[src/rtl/cgra_isa_pkg.sv]
// ============================================================================
// Module      : cgra_isa_pkg
// Description : Shared CGRA instruction-set definitions for fragment
//               sequencing: opcodes, field positions, error codes, states
//               and the dispatch bundle layout.
// Revision    : 1.0  initial release
// ============================================================================
`default_nettype none

package cgra_isa_pkg;

  // Opcode field [31:29]; 010 and 111 are reserved.
  localparam logic [2:0] OP_D0  = 3'b000;
  localparam logic [2:0] OP_D1  = 3'b001;
  localparam logic [2:0] OP_T   = 3'b011;
  localparam logic [2:0] OP_I   = 3'b100;
  localparam logic [2:0] OP_W   = 3'b101;
  localparam logic [2:0] OP_HDR = 3'b110;

  // Field positions shared by D/W words and the header.
  localparam int OP_MSB      = 31;
  localparam int OP_LSB      = 29;
  localparam int FUNCT_MSB   = 28;
  localparam int FUNCT_LSB   = 25;
  localparam int IMMAB_BIT   = 24;
  localparam int IMMLO_MSB   = 23;
  localparam int IMMLO_LSB   = 18;
  localparam int HDR_END_BIT = 28;
  localparam int IMMHI_W     = 26;
  localparam int IMMLO_W     = 6;

  // Error codes, lowest to highest priority.
  localparam logic [1:0] ERR_RSV     = 2'd0;
  localparam logic [1:0] ERR_OUTSIDE = 2'd1;
  localparam logic [1:0] ERR_DUP     = 2'd2;
  localparam logic [1:0] ERR_LOST    = 2'd3;

  typedef enum logic [0:0] {
    S_HDR  = 1'b0,
    S_BODY = 1'b1
  } seq_state_e;

  // Fully assembled instruction handed to dispatch.
  typedef struct packed {
    logic [2:0]  op;
    logic [3:0]  funct;
    logic        immab;
    logic [31:0] imm;
    logic [9:0]  offset;
    logic [23:0] ta;      // {ta4, ta3, ta2, ta1}
    logic [7:0]  tt;      // {tt4, tt3, tt2, tt1}
    logic        has_t;
    logic        has_i;
  } bundle_t;

endpackage

`default_nettype wire

[src/rtl/prefix_buffer.sv]
// ============================================================================
// Module      : prefix_buffer
// Description : Holds the pending T and I prefix fields until the next D/W
//               word consumes them. Clear wins over load so a prefix that
//               dangles at the end of a fragment is dropped.
// Revision    : 1.0  initial release
// ============================================================================
`default_nettype none

module prefix_buffer
  import cgra_isa_pkg::*;
(
  input  logic               clk,
  input  logic               rst_n,
  input  logic [IMMHI_W-1:0] word,
  input  logic               t_load,
  input  logic               i_load,
  input  logic               clear,
  output logic               t_pend,
  output logic               i_pend,
  output logic [11:0]        t_ta,    // {ta4, ta3}
  output logic [3:0]         t_tt,    // {tt4, tt3}
  output logic [IMMHI_W-1:0] immhi,
  output logic               dup
);

  logic               t_pend_q, t_pend_d;
  logic               i_pend_q, i_pend_d;
  logic [11:0]        t_ta_q, t_ta_d;
  logic [3:0]         t_tt_q, t_tt_d;
  logic [IMMHI_W-1:0] immhi_q, immhi_d;

  // Next prefix contents: a new prefix overwrites, clear drops everything.
  always_comb begin
    t_pend_d = t_pend_q;
    i_pend_d = i_pend_q;
    t_ta_d   = t_ta_q;
    t_tt_d   = t_tt_q;
    immhi_d  = immhi_q;
    if (t_load) begin
      t_pend_d = 1'b1;
      t_ta_d   = {word[13:8], word[5:0]};
      t_tt_d   = {word[15:14], word[7:6]};
    end
    if (i_load) begin
      i_pend_d = 1'b1;
      immhi_d  = word;
    end
    if (clear) begin
      t_pend_d = 1'b0;
      i_pend_d = 1'b0;
      t_ta_d   = '0;
      t_tt_d   = '0;
      immhi_d  = '0;
    end
  end

  // Prefix registers.
  always_ff @(posedge clk or negedge rst_n) begin
    if (!rst_n) begin
      t_pend_q <= 1'b0;
      i_pend_q <= 1'b0;
      t_ta_q   <= '0;
      t_tt_q   <= '0;
      immhi_q  <= '0;
    end else begin
      t_pend_q <= t_pend_d;
      i_pend_q <= i_pend_d;
      t_ta_q   <= t_ta_d;
      t_tt_q   <= t_tt_d;
      immhi_q  <= immhi_d;
    end
  end

  assign t_pend = t_pend_q;
  assign i_pend = i_pend_q;
  assign t_ta   = t_ta_q;
  assign t_tt   = t_tt_q;
  assign immhi  = immhi_q;
  assign dup    = (t_load && t_pend_q) || (i_load && i_pend_q);

endmodule

`default_nettype wire

[src/rtl/fragment_sequencer.sv]
// ============================================================================
// Module      : fragment_sequencer
// Description : Parses CGRA fragment headers, counts body words, merges T/I
//               prefixes into D/W words and emits one registered bundle per
//               D/W word over valid/ready. Protocol errors pulse err.
// Revision    : 1.0  initial release
// ============================================================================
`default_nettype none

module fragment_sequencer
  import cgra_isa_pkg::*;
#(
  parameter int NALLOC_W = 7,
  parameter int SEXT_IMM = 1
) (
  input  logic                clk,
  input  logic                rst_n,
  input  logic                in_valid,
  input  logic [31:0]         in_word,
  output logic                in_ready,
  output logic                out_valid,
  input  logic                out_ready,
  output logic [2:0]          out_op,
  output logic [3:0]          out_funct,
  output logic                out_immab,
  output logic [31:0]         out_imm,
  output logic [9:0]          out_offset,
  output logic [23:0]         out_ta,
  output logic [7:0]          out_tt,
  output logic                out_has_t,
  output logic                out_has_i,
  output logic [NALLOC_W-1:0] out_slot,
  output logic                frag_done,
  output logic                prog_done,
  output logic                err,
  output logic [1:0]          err_code
);

  localparam logic [NALLOC_W-1:0] C_ONE = {{(NALLOC_W-1){1'b0}}, 1'b1};

  seq_state_e          state_q, state_d;
  logic                end_q, end_d;
  logic [NALLOC_W-1:0] remaining_q, remaining_d;
  logic [NALLOC_W-1:0] slot_q, slot_d;
  bundle_t             bundle_q, bundle_d;
  logic                out_valid_q, out_valid_d;
  logic [NALLOC_W-1:0] out_slot_q, out_slot_d;
  logic                frag_done_q, frag_done_d;
  logic                prog_done_q, prog_done_d;
  logic                err_q, err_d;
  logic [1:0]          err_code_q, err_code_d;

  logic                accept;
  logic [2:0]          op;
  logic                is_hdr, is_d, is_w, is_t, is_i, is_rsv;
  logic [NALLOC_W-1:0] nalloc;
  logic [IMMLO_W-1:0]  immlo;
  bundle_t             bundle_new;

  logic                pb_t_load, pb_i_load, pb_clear;
  logic                pb_t_pend, pb_i_pend, pb_dup;
  logic [11:0]         pb_t_ta;
  logic [3:0]          pb_t_tt;
  logic [IMMHI_W-1:0]  pb_immhi;

  assign in_ready = !out_valid_q || out_ready;
  assign accept   = in_valid && in_ready;
  assign op       = in_word[OP_MSB:OP_LSB];
  assign nalloc   = in_word[NALLOC_W-1:0];
  assign immlo    = in_word[IMMLO_MSB:IMMLO_LSB];

  // Opcode decode.
  always_comb begin
    is_hdr = 1'b0;
    is_d   = 1'b0;
    is_w   = 1'b0;
    is_t   = 1'b0;
    is_i   = 1'b0;
    is_rsv = 1'b0;
    case (op)
      OP_D0, OP_D1: is_d   = 1'b1;
      OP_W:         is_w   = 1'b1;
      OP_T:         is_t   = 1'b1;
      OP_I:         is_i   = 1'b1;
      OP_HDR:       is_hdr = 1'b1;
      default:      is_rsv = 1'b1;
    endcase
  end

  // Prefixes are only captured inside a fragment; kept outside the main
  // next-state block so the duplicate flag has no path back through it.
  assign pb_t_load = accept && (state_q == S_BODY) && is_t;
  assign pb_i_load = accept && (state_q == S_BODY) && is_i;

  prefix_buffer u_prefix_buffer (
    .clk    (clk),
    .rst_n  (rst_n),
    .word   (in_word[IMMHI_W-1:0]),
    .t_load (pb_t_load),
    .i_load (pb_i_load),
    .clear  (pb_clear),
    .t_pend (pb_t_pend),
    .i_pend (pb_i_pend),
    .t_ta   (pb_t_ta),
    .t_tt   (pb_t_tt),
    .immhi  (pb_immhi),
    .dup    (pb_dup)
  );

  // Assemble a bundle from the current D/W word and pending prefixes.
  always_comb begin
    bundle_new        = '0;
    bundle_new.op     = op;
    bundle_new.funct  = in_word[FUNCT_MSB:FUNCT_LSB];
    bundle_new.immab  = in_word[IMMAB_BIT];
    bundle_new.has_t  = pb_t_pend;
    bundle_new.has_i  = pb_i_pend;
    bundle_new.offset = is_w ? in_word[9:0] : 10'd0;
    bundle_new.ta     = {pb_t_ta, (is_d ? {in_word[13:8], in_word[5:0]} : 12'd0)};
    bundle_new.tt     = {pb_t_tt, (is_d ? {in_word[15:14], in_word[7:6]} : 4'd0)};
    if (pb_i_pend) begin
      bundle_new.imm = {pb_immhi, immlo};
    end else if (SEXT_IMM != 0) begin
      bundle_new.imm = {{(32-IMMLO_W){immlo[IMMLO_W-1]}}, immlo};
    end else begin
      bundle_new.imm = {{(32-IMMLO_W){1'b0}}, immlo};
    end
  end

  // Sequencer next state: header parsing, body counting, bundle load and
  // error reporting. Later error assignments override earlier ones, which
  // gives the 3 > 2 > 1 > 0 priority.
  always_comb begin
    state_d     = state_q;
    end_d       = end_q;
    remaining_d = remaining_q;
    slot_d      = slot_q;
    bundle_d    = bundle_q;
    out_valid_d = out_valid_q && !out_ready;
    out_slot_d  = out_slot_q;
    frag_done_d = 1'b0;
    prog_done_d = prog_done_q;
    err_d       = 1'b0;
    err_code_d  = ERR_RSV;
    pb_clear    = 1'b0;

    if (accept) begin
      if (is_hdr) begin
        if (state_q == S_BODY) begin
          // Header inside a fragment aborts it silently apart from the error.
          err_d      = 1'b1;
          err_code_d = ERR_LOST;
          pb_clear   = 1'b1;
        end
        end_d       = in_word[HDR_END_BIT];
        remaining_d = nalloc;
        slot_d      = '0;
        prog_done_d = 1'b0;
        if (nalloc == '0) begin
          frag_done_d = 1'b1;
          prog_done_d = in_word[HDR_END_BIT];
          state_d     = S_HDR;
        end else begin
          state_d = S_BODY;
        end
      end else if (state_q == S_HDR) begin
        err_d      = 1'b1;
        err_code_d = ERR_OUTSIDE;
      end else begin
        remaining_d = remaining_q - C_ONE;
        slot_d      = slot_q + C_ONE;
        if (is_d || is_w) begin
          bundle_d    = bundle_new;
          out_valid_d = 1'b1;
          out_slot_d  = slot_q;
          pb_clear    = 1'b1;
        end
        if (is_rsv) begin
          err_d      = 1'b1;
          err_code_d = ERR_RSV;
        end
        if (pb_dup) begin
          err_d      = 1'b1;
          err_code_d = ERR_DUP;
        end
        if (remaining_q == C_ONE) begin
          frag_done_d = 1'b1;
          state_d     = S_HDR;
          if (end_q) begin
            prog_done_d = 1'b1;
          end
          // A prefix left over at the end of the fragment has no consumer.
          if (!(is_d || is_w) && (pb_t_pend || pb_i_pend || is_t || is_i)) begin
            err_d      = 1'b1;
            err_code_d = ERR_LOST;
            pb_clear   = 1'b1;
          end
        end
      end
    end
  end

  // State, counters and registered outputs.
  always_ff @(posedge clk or negedge rst_n) begin
    if (!rst_n) begin
      state_q     <= S_HDR;
      end_q       <= 1'b0;
      remaining_q <= '0;
      slot_q      <= '0;
      bundle_q    <= '0;
      out_valid_q <= 1'b0;
      out_slot_q  <= '0;
      frag_done_q <= 1'b0;
      prog_done_q <= 1'b0;
      err_q       <= 1'b0;
      err_code_q  <= ERR_RSV;
    end else begin
      state_q     <= state_d;
      end_q       <= end_d;
      remaining_q <= remaining_d;
      slot_q      <= slot_d;
      bundle_q    <= bundle_d;
      out_valid_q <= out_valid_d;
      out_slot_q  <= out_slot_d;
      frag_done_q <= frag_done_d;
      prog_done_q <= prog_done_d;
      err_q       <= err_d;
      err_code_q  <= err_code_d;
    end
  end

  assign out_valid  = out_valid_q;
  assign out_op     = bundle_q.op;
  assign out_funct  = bundle_q.funct;
  assign out_immab  = bundle_q.immab;
  assign out_imm    = bundle_q.imm;
  assign out_offset = bundle_q.offset;
  assign out_ta     = bundle_q.ta;
  assign out_tt     = bundle_q.tt;
  assign out_has_t  = bundle_q.has_t;
  assign out_has_i  = bundle_q.has_i;
  assign out_slot   = out_slot_q;
  assign frag_done  = frag_done_q;
  assign prog_done  = prog_done_q;
  assign err        = err_q;
  assign err_code   = err_code_q;

endmodule

`default_nettype wire

[config.mk]
export PLATFORM = sky130hd
export DESIGN_NAME = fragment_sequencer
export DESIGN_NICKNAME = d
export VERILOG_FILES = /design/src/rtl/cgra_isa_pkg.sv /design/src/rtl/prefix_buffer.sv /design/src/rtl/fragment_sequencer.sv
export SDC_FILE = /design/constraint.sdc
export NUM_CORES = 1
export LEC_CHECK = 0
export CORE_MARGIN = 2
export CORE_UTILIZATION = 35
export CTS_CLUSTER_DIAMETER = 60
export DETAILED_ROUTE_END_ITERATION = 12
export SKIP_CTS_REPAIR_TIMING = 1
export SYNTH_ARGS = -nofsm -noshare
export SYNTH_HDL_FRONTEND = slang
export SYNTH_SLANG_ARGS = --single-unit
[constraint.sdc]
create_clock -name clk -period 1.81 [get_ports clk]
set_input_delay 0.362 -clock clk [delete_from_list [all_inputs] [get_ports clk]]
set_output_delay 0.362 -clock clk [all_outputs]
set_load 0.02 [all_outputs]
==> impl_summary.log <==
INFO  metric outcome = completed
INFO  metric worst_slew_pin_slew = 0.4269 ns
INFO  metric fmaxAchievable = 562.5 MHz
INFO  metric launching_element_of_the_worst_setup_path = remaining_q[4]
INFO  metric fin_worst_skew = 0.01066 ns
INFO  metric die_y = roughly 140 um
INFO  metric finish.net_count = 756
INFO  metric initialDrtViolationCount = 341
INFO  metric critical_path.n_buffers_inverters = 3
INFO  metric cp_launch_type = flip-flop
INFO  metric layout_commonest_cell = sky130_fd_sc_hd__dfrtp_1
INFO  metric crit_family = simple AND/OR/NAND/NOR gates
INFO  metric hold_class = primary input to async pin
INFO  metric timing.critical_path.required = 2.12 ns
INFO  metric synth_edf_count = 0
INFO  metric synth-seq-cells = 157
INFO  metric clk_root_buffer_cell = sky130_fd_sc_hd__clkbuf_16
INFO  metric number_of_antenna_violations_at_the_first_check_in_global_routing = 0
INFO  metric finalSetupViolations = 0
INFO  metric post_route_cells_drive_above_1_share = 17.95%
INFO  metric vias = 5000
INFO  metric boundaryPins = 134
INFO  metric setup.worst_path.end_class = flip-flop
INFO  metric reg2reg_from = remaining_q[4]
INFO  metric std_cell_rows = 49
INFO  metric global_route.overflow_total = 0
INFO  metric setup.reg_to_reg.worst_slack = 0.03 ns
INFO  metric grt_pass1_wl = 29280 um
INFO  metric wl_per_cell = 19.08 um
INFO  metric antenna_cells = 0
INFO  metric power.density_cell_area = between 1500 and 2000 mW/mm^2
INFO  metric top_library_cells_by_usage_in_the_layout_fill_and_taps_aside = 155 x sky130_fd_sc_hd__dfrtp_1, 84 x sky130_fd_sc_hd__clkdlybuf4s50_1, 58 x sky130_fd_sc_hd__buf_4
INFO  metric grt_max_degree = 51
INFO  metric critical-path-max-stage-delay = 0.46 ns
INFO  metric netlist-cell-type-count = 59
INFO  metric initial_core_util = 36.00%
INFO  metric setup_repair_after_global_routing_missed_its_margin = true
INFO  metric detailedRoute.firstPassIterationCount = 6
INFO  metric global_route.usage.total = 19.01%
INFO  metric final_hold_viol_count = 0
INFO  metric timing.final.crit_period = between 1.5 and 2 ns
INFO  metric setup_ws = 0.03225 ns
INFO  metric finalWeightedCongestion = 0.8197
INFO  metric cts_tree = done
INFO  metric ir_drop = between 700 and 800 uV
INFO  metric floorplan.die_area = 0.01971 sq mm
INFO  metric timing_max_transition_violations_final = 0
INFO  metric worstPathCellList = nor4_4, buf_4, and2_4, nor4_4, buf_4, clkbuf_16, a22o_1
INFO  metric viasPerCell = between 5 and 6
INFO  metric timing.max_slew.rel_slack = 71.54%
INFO  metric numPortBuffers = 133
INFO  metric routed_wl = 18300 um
INFO  metric leakagePower = roughly 5 nW
INFO  metric synth.net_count = 571
INFO  metric cts.sinks = roughly 160
INFO  metric clkLatencyLatePin = 0.43 ns
INFO  metric critical_path_cell_with_the_highest_stage_delay = sky130_fd_sc_hd__dfrtp_2
INFO  metric yosys_warnings = 0
INFO  metric synthCells = 532
INFO  metric max-clock-path-buffers = 2
INFO  metric coreArea = between 0.015 and 0.02 sq mm
INFO  metric drtAntennaViolNets = 0
INFO  metric cts_made_buffers = 17
INFO  metric route.detailed.drc = 0
INFO  metric maxCapViolations = 0
INFO  metric postSynth.asyncResetShare = 100.0%
INFO  metric synth.yosys.seq_area_share = 60.34%
INFO  metric timing.hold.ws = 0.4209 ns
INFO  metric via_count_of_the_first_global_routing_pass = roughly 5300
INFO  metric die_width = 140.4 um
INFO  metric timing_worst_setup_path_type = flip-flop to flip-flop
INFO  metric areaGrowthSynthToFinish = 44.08%
INFO  metric cts.reportedPaths.clkPinSlew = ~0.070 ns
INFO  metric synth.avg_cell_area = 12.24 sq um
INFO  metric finalCritPeriodShare = 98.22%
INFO  metric cts.htree.levels = 4
INFO  metric setup_ws_pre_cts = -0.3160 ns
INFO  metric worst_ep_arrival_time = 2.09 ns
INFO  metric dominantRegCellSynth = sky130_fd_sc_hd__dfrtp_1
INFO  metric total_standard_cell_area_after_synthesis = between 0.006 and 0.007 sq mm
INFO  metric dp_hpwl = between 10000 and 15000 um
INFO  metric crit_fanout = 7
routing by layer:
| metal | share of wire (%) | global-route usage, % |
|---|---|---|
| met1 | 46 | 25.75 |
| met2 | 47 | 30.19 |
| met5 | 0 | 0 |
| met4 | 1.4 | 6.114 |
| met3 | 4.8 | 4.684 |
per-stage QoR:
stage / total power [W] / setup TNS (ns) / cell area [sq um] / std cells / util [%]
5_1_grt: 0.01599 / -0.2198 / 9382 / 959 / 51.87
3_3_place_gp: 0.01150 / -29.05 / 8552 / 918 / 47.28
3_5_place_dp: 0.01166 / -29.49 / 8552 / 918 / 47.28
6_report: 0.01512 / 0 / 9382 / 959 / 51.87
2_1_floorplan: 0.008583 / 0 / 6511 / 532 / -
4_1_cts: 0.01532 / -0.3691 / 9161 / 950 / 50.65
final timing paths:
check | end | depth (start not counted)
worst max register to register | u_prefix_buffer.immhi[2] | 7
max in group asynchronous | out_ta[9] | 3
worst min-delay path | remaining_q[1] | 2
min in group clk | out_imm[7] | 2
worst min register to register | out_imm[7] | 2
worst max-delay path | u_prefix_buffer.immhi[2] | 7
final cells by class:
cell class	instances	area, sq um
Clock buffer	17	425.4
Clock inverter	15	183.9
Fill cell	1540	8705
Inverter	8	30.03
Multi-Input combinational cell	328	2370
Sequential cell	157	3931
Tap cell	229	286.5
Timing Repair Buffer	205	2155
flip-flops by register name (all words and copies together) (netlist names), 2 cells and up:
register / flops
err_code: 2
u_prefix_buffer.t_ta: 12
slot_q: 7
out_tt: 8
out_imm: 32
u_prefix_buffer.immhi: 26
out_funct: 4
u_prefix_buffer.t_tt: 4
out_ta: 24
out_op: 3
remaining_q: 7
out_slot: 7
out_offset: 10
Yosys cell counts, drive strengths merged (6+ instances only):
library cell  number  area [sq um]
inv                8         30.03
dfrtp            157          3929
mux2              36         405.4
buf               24         150.1
nor2              14         52.55
a22o              52         455.4
a21oi             56         317.8
a31oi              6         37.54
o21ai             42         214.0
nand4              8         56.30
nor3               6         40.04
clkbuf            15         56.30
mux2i             16         160.2
nand2             38         142.6
report_power, final:
part           switching [W]  internal, W  leakage, nW
combinational        0.00302      0.00284         2.62
sequential          0.000856      0.00481         2.05
clock                0.00171      0.00188        0.298
cell families after synthesis:
group	Yosys count	share of synthesized area, %
AO/OA/AOI/OAI	176	18.27
XOR/XNOR	3	0.4036
flip-flops	157	60.34
AND/OR/NAND/NOR	94	8.090
buffers and inverters	47	3.632
adder cells (fa/ha/maj)	3	0.5765
multiplexers	52	8.686
Power figures use the tool's default switching activity.
